`config.mk`:
```
export PLATFORM = sky130hd
export DESIGN_NAME = even_counter_pingpong_ctrl
export DESIGN_NICKNAME = d
export VERILOG_FILES = /design/src/rtl/even_counter_pingpong_ctrl.sv
export SDC_FILE = /design/constraint.sdc
export NUM_CORES = 1
export LEC_CHECK = 0
export ABC_CLOCK_PERIOD_IN_PS = 4200
export CORE_MARGIN = 1.5
export CORE_UTILIZATION = 40
export DETAILED_ROUTE_END_ITERATION = 12
export PLACE_DENSITY = 0.68
export SLEW_MARGIN = 30
export SYNTH_ARGS = -nofsm -noshare
export SYNTH_HDL_FRONTEND = slang
export SYNTH_SLANG_ARGS = --single-unit
```
`constraint.sdc`:
```
create_clock -name clk -period 4.2 [get_ports clk]
set_clock_uncertainty 0.2 [all_clocks]
set_input_delay 0.63 -clock clk [delete_from_list [all_inputs] [get_ports clk]]
set_output_delay 0.63 -clock clk [all_outputs]
set_load 0.02 [all_outputs]
```
`src/rtl/even_counter_pingpong_ctrl.sv`:
```
// Command sequencer for the 4-bit even up/down counter: sweeps it ping-pong
// between MIN_VAL and MAX_VAL with a dwell at each end, for LAPS laps.
module even_counter_pingpong_ctrl #(
  parameter int unsigned MAX_VAL = 14,
  parameter int unsigned MIN_VAL = 0,
  parameter int unsigned DWELL   = 2,
  parameter int unsigned LAPS    = 3
) (
  input  logic       clk,
  input  logic       reset,
  input  logic       start,
  input  logic       stop,
  input  logic [3:0] preset,
  input  logic [3:0] count,
  output logic       load,
  output logic       count_en,
  output logic [1:0] c,
  output logic [3:0] data_in,
  output logic [3:0] lap_cnt,
  output logic       busy,
  output logic       done
);

  localparam logic [3:0] MAX4      = MAX_VAL[3:0];
  localparam logic [3:0] MIN4      = MIN_VAL[3:0];
  localparam logic [3:0] LAPS4     = LAPS[3:0];
  localparam logic [3:0] DWELL_END = 4'(DWELL - 1);

  localparam logic [1:0] C_UP   = 2'b00;
  localparam logic [1:0] C_DOWN = 2'b01;
  localparam logic [1:0] C_HOLD = 2'b11;

  typedef enum logic [2:0] {
    S_IDLE,
    S_LOAD,
    S_UP,
    S_TOP,
    S_DOWN,
    S_BOT,
    S_DONE
  } state_t;

  state_t     state;
  state_t     state_nxt;
  logic [3:0] dwell_cnt;
  logic [3:0] dwell_nxt;
  logic [3:0] lap_nxt;

  assign data_in = preset;

  always_comb begin
    state_nxt = state;
    dwell_nxt = dwell_cnt;
    lap_nxt   = lap_cnt;
    if (stop && (state != S_IDLE)) begin
      state_nxt = S_IDLE;
      dwell_nxt = '0;
      lap_nxt   = '0;
    end else begin
      unique case (state)
        S_IDLE, S_DONE: begin
          if (start && !stop) begin
            state_nxt = S_LOAD;
            lap_nxt   = '0;
          end
        end
        S_LOAD: state_nxt = S_UP;
        S_UP: begin
          // count lags the command by one cycle; the counter saturates, so
          // the extra up command issued on detection cannot overshoot
          if (count >= MAX4) begin
            state_nxt = S_TOP;
            dwell_nxt = '0;
          end
        end
        S_TOP: begin
          if (dwell_cnt == DWELL_END) state_nxt = S_DOWN;
          else                        dwell_nxt = dwell_cnt + 4'd1;
        end
        S_DOWN: begin
          if (count <= MIN4) begin
            state_nxt = S_BOT;
            dwell_nxt = '0;
          end
        end
        S_BOT: begin
          if (dwell_cnt == DWELL_END) begin
            lap_nxt   = lap_cnt + 4'd1;
            state_nxt = ((lap_cnt + 4'd1) == LAPS4) ? S_DONE : S_UP;
          end else begin
            dwell_nxt = dwell_cnt + 4'd1;
          end
        end
        default: state_nxt = S_IDLE;
      endcase
    end
  end

  // Outputs are registered from the next state so they line up with state
  // exactly, as if decoded from it.
  always_ff @(posedge clk) begin
    if (!reset) begin
      state     <= S_IDLE;
      dwell_cnt <= '0;
      lap_cnt   <= '0;
      load      <= 1'b0;
      count_en  <= 1'b0;
      c         <= C_HOLD;
      busy      <= 1'b0;
      done      <= 1'b0;
    end else begin
      state     <= state_nxt;
      dwell_cnt <= dwell_nxt;
      lap_cnt   <= lap_nxt;
      load      <= (state_nxt == S_LOAD);
      count_en  <= (state_nxt == S_UP) || (state_nxt == S_TOP) ||
                   (state_nxt == S_DOWN) || (state_nxt == S_BOT);
      busy      <= (state_nxt == S_LOAD) || (state_nxt == S_UP) ||
                   (state_nxt == S_TOP) || (state_nxt == S_DOWN) ||
                   (state_nxt == S_BOT);
      done      <= (state_nxt == S_DONE);
      unique case (state_nxt)
        S_UP:    c <= C_UP;
        S_DOWN:  c <= C_DOWN;
        default: c <= C_HOLD;
      endcase
    end
  end

endmodule

```
==> metrics.cfg <==
[timing]
hold_viol=0
slew_headroom_pct=61.8
finalCritPeriodShare_pct=55.9
rsz0062_at_grt=false
period_needed_ns=2.35
setup_slack_ns=1.85
slew_violations=0
tightest_slew_ns=0.568
fmax_mhz=426
setup_tns_ns=0
finalSetupViolCount=0

[global_routing]
grt_max_degree=18
grt_pass1_vias=700
grt_usage_pct=15.0
grt_pass1_wl_mm=3.08
grt_antenna_before_repair=0
grt-ovfl-total=0

[finish]
fillCellCount=243
utilization_pct=48.8
areaGrowthSynthToFinish_pct=17.8
post_layout_nonfiller_instances=151
antenna_cells=0
regArea_um2=340
drive_gt1_share_pct=11.6
multi_input_area_um2=603
fin_nets=138

[floorplanning]
initial_core_util_pct=41.4
dieWidth_um=53.2
io_pins=26
die-area_um2=2830
rows=18
die_h_um=53.2
core-area_um2=2430

[logic_synthesis]
synth-xor-area-share_pct=5.96
synth_top_family_by_area=simple AND/OR/NAND/NOR gates
yosysWarningCount=0
yosys_register_bits=17
synth_edf_count=0
yosys.area_share.simple_pct=30.9
synthDominantCellAreaShare_pct=33.8
ys_seq_area_share_pct=33.8
yosysUniqueCellTypes=43
synthMuxAreaShare_pct=2.11
synth_cells=107
synthAdderAreaFrac_pct=4.97
yosysTopAreaCell=dfxtp_1
synthArstFlopShare_pct=0
syn-cell-area_um2=1010
synth_area_leaders=dfxtp_1 34%, nand3b_1 5.2%, ha_1 5.0%
syn_avg_cell_area_um2=9.41
syn_nets=123
synth-compound-area-share_pct=15.9
ys.flop_type=dfxtp_1

[routing]
first_pass_iters=4
highest_layer=met4
drt_wl_total_mm=1.98
wl_per_cell_um=13.1
num_vias=817
met2_length_um=871
drt_iter0_drc=18
vias_per_cell=5.41
drt-met1-wl_um=965
ant_nets=0
met3_wirelength_um=97
remaining_drc_errors=0

[cts]
cts-resized-gates=0
cts_max_level=1
root_buffer=clkbuf_4
clock_path_buffers=2
numCtsBuffers=3
ctsHoldBuffers=0
clkSlewWorstSetupHoldPaths_ns=0.10
cts_sinks=17
cts_tree=yes
cts_setup_buffers=0
clock_latency_ns=0.29

[setup_path]
crit_type=input port to flop
cp_max_fo=5
cp_slowest_cell=clkdlybuf4s50_1
crit_buf_inv=1
cp-startpoint=count[1]
arrival_ns=2.38
timing.rr.start=dwell_cnt[1]$_SDFFE_PP0P_
start_kind=input port
max_stage_delay_ns=0.42
path_cells=clkdlybuf4s50_1 -> nor4_1 -> o31ai_1 -> o31ai_2 -> and3_1 -> nor3b_2
cp-end-kind=flop
crit_family=simple AND/OR/NAND/NOR gates
cp.required_ns=4.24

[min_path]
hold_start=lap_cnt[2]$_SDFFE_PP0P_
min_path_type=flop to flop

[run]
maxCapViolCount=0

[placed_design]
port_buffers=17
dpl.cell_count=147
gp_congestion=0.840
hpwlAfterDp_mm=1.44
place_ws_ns=1.57

[power]
ir_drop_uv=142
p_total_uw=289
power.leakage_uw=0.000420
powerDensity_nw_per_um2=244

[outcome]
status=completed

[per-layer routing]
layer / global-route usage, % / up-vias
met4: 8.97 / 0
met5: 0 / -
li1: - / 415
met3: 2.82 / 5
met2: 22.3 / 17
met1: 19.9 / 380
[where the power goes]
part           total (uW)  switching [uW]  internal (uW)
logic                32.3            15.9           16.4
clock network        90.0            54.5           35.5
registers             167            3.22            164
total                 289            73.7            216
[cells in the mapped netlist (2+ instances only)]
cell	instances
o21a_1	2
buf_4	6
nor4_1	2
nand2_1	4
nor3b_1	3
o31ai_1	2
inv_1	2
and3_1	2
nor3b_2	2
dfxtp_1	17
nand3b_1	7
xnor2_1	5
and2_1	2
nand3_1	4
a21oi_1	6
ha_1	4
nor2_1	11
[layout by cell type (no fill, tap or decap), drive strengths merged, types with 2 or more instances in the layout]
| master | Yosys | final |
|---|---|---|
| a21oi | 6 | 6 |
| and2 | 2 | 2 |
| and3 | 4 | 4 |
| clkbuf | 0 | 3 |
| clkdlybuf4s50 | 0 | 17 |
| dfxtp | 17 | 17 |
| ha | 4 | 4 |
| inv | 2 | 2 |
| nand2 | 4 | 4 |
| nand3 | 4 | 4 |
| nand3b | 7 | 7 |
| nor2 | 11 | 11 |
| nor3b | 5 | 5 |
| nor4 | 2 | 2 |
| o21a | 2 | 2 |
| o21ai | 2 | 2 |
| o31ai | 3 | 3 |
| xnor2 | 6 | 6 |
[through the flow]
step	area, um2	hold slack (ns)
4_1_cts	1190	0.344
2_1_floorplan	1010	0.310
3_3_place_gp	1160	0.322
5_1_grt	1190	0.381
3_5_place_dp	1160	0.320
6_report	1190	0.344
[flip-flops by register name, indices dropped and copies added, names as in the netlist]
signal,count
dwell_cnt,4
lap_cnt,4
state,3
c,2
busy,1
count_en,1
done,1
load,1
[area by class of cell]
class	count	area share, %
Clock buffer	3	1.90
Clock inverter	1	0.422
Inverter	2	0.633
Multi-Input combinational cell	81	50.8
Sequential cell	17	28.7
Tap cell	30	3.16
Timing Repair Buffer	17	14.3
[kinds of logic after synthesis]
| kind of cell | after synthesis |
|---|---|
| adders and majority gates | 4 |
| xor gates and xnor gates | 6 |
| DFF | 17 |
| and+or+nand+nor | 48 |
| AOI/OAI and AO/OA | 21 |
| buffers and inverters | 9 |
| muxes | 2 |
[final timing paths]
kind	end	slack, ns	cells after the start
worst min register to register	lap_cnt[2]$_SDFFE_PP0P_	0.34	2
worst max-delay path	load$_SDFF_PN0_	1.85	6
worst max register to register	c[1]$_SDFF_PN1_	1.96	7
worst min-delay path	lap_cnt[2]$_SDFFE_PP0P_	0.34	2
[tightest hold or removal path, stage by stage (launching register included)]
cell     delay, ns
dfxtp_1       0.36
o21ai_0       0.09
a21oi_1       0.06
Note: power is estimated with default switching activity, not from simulation.
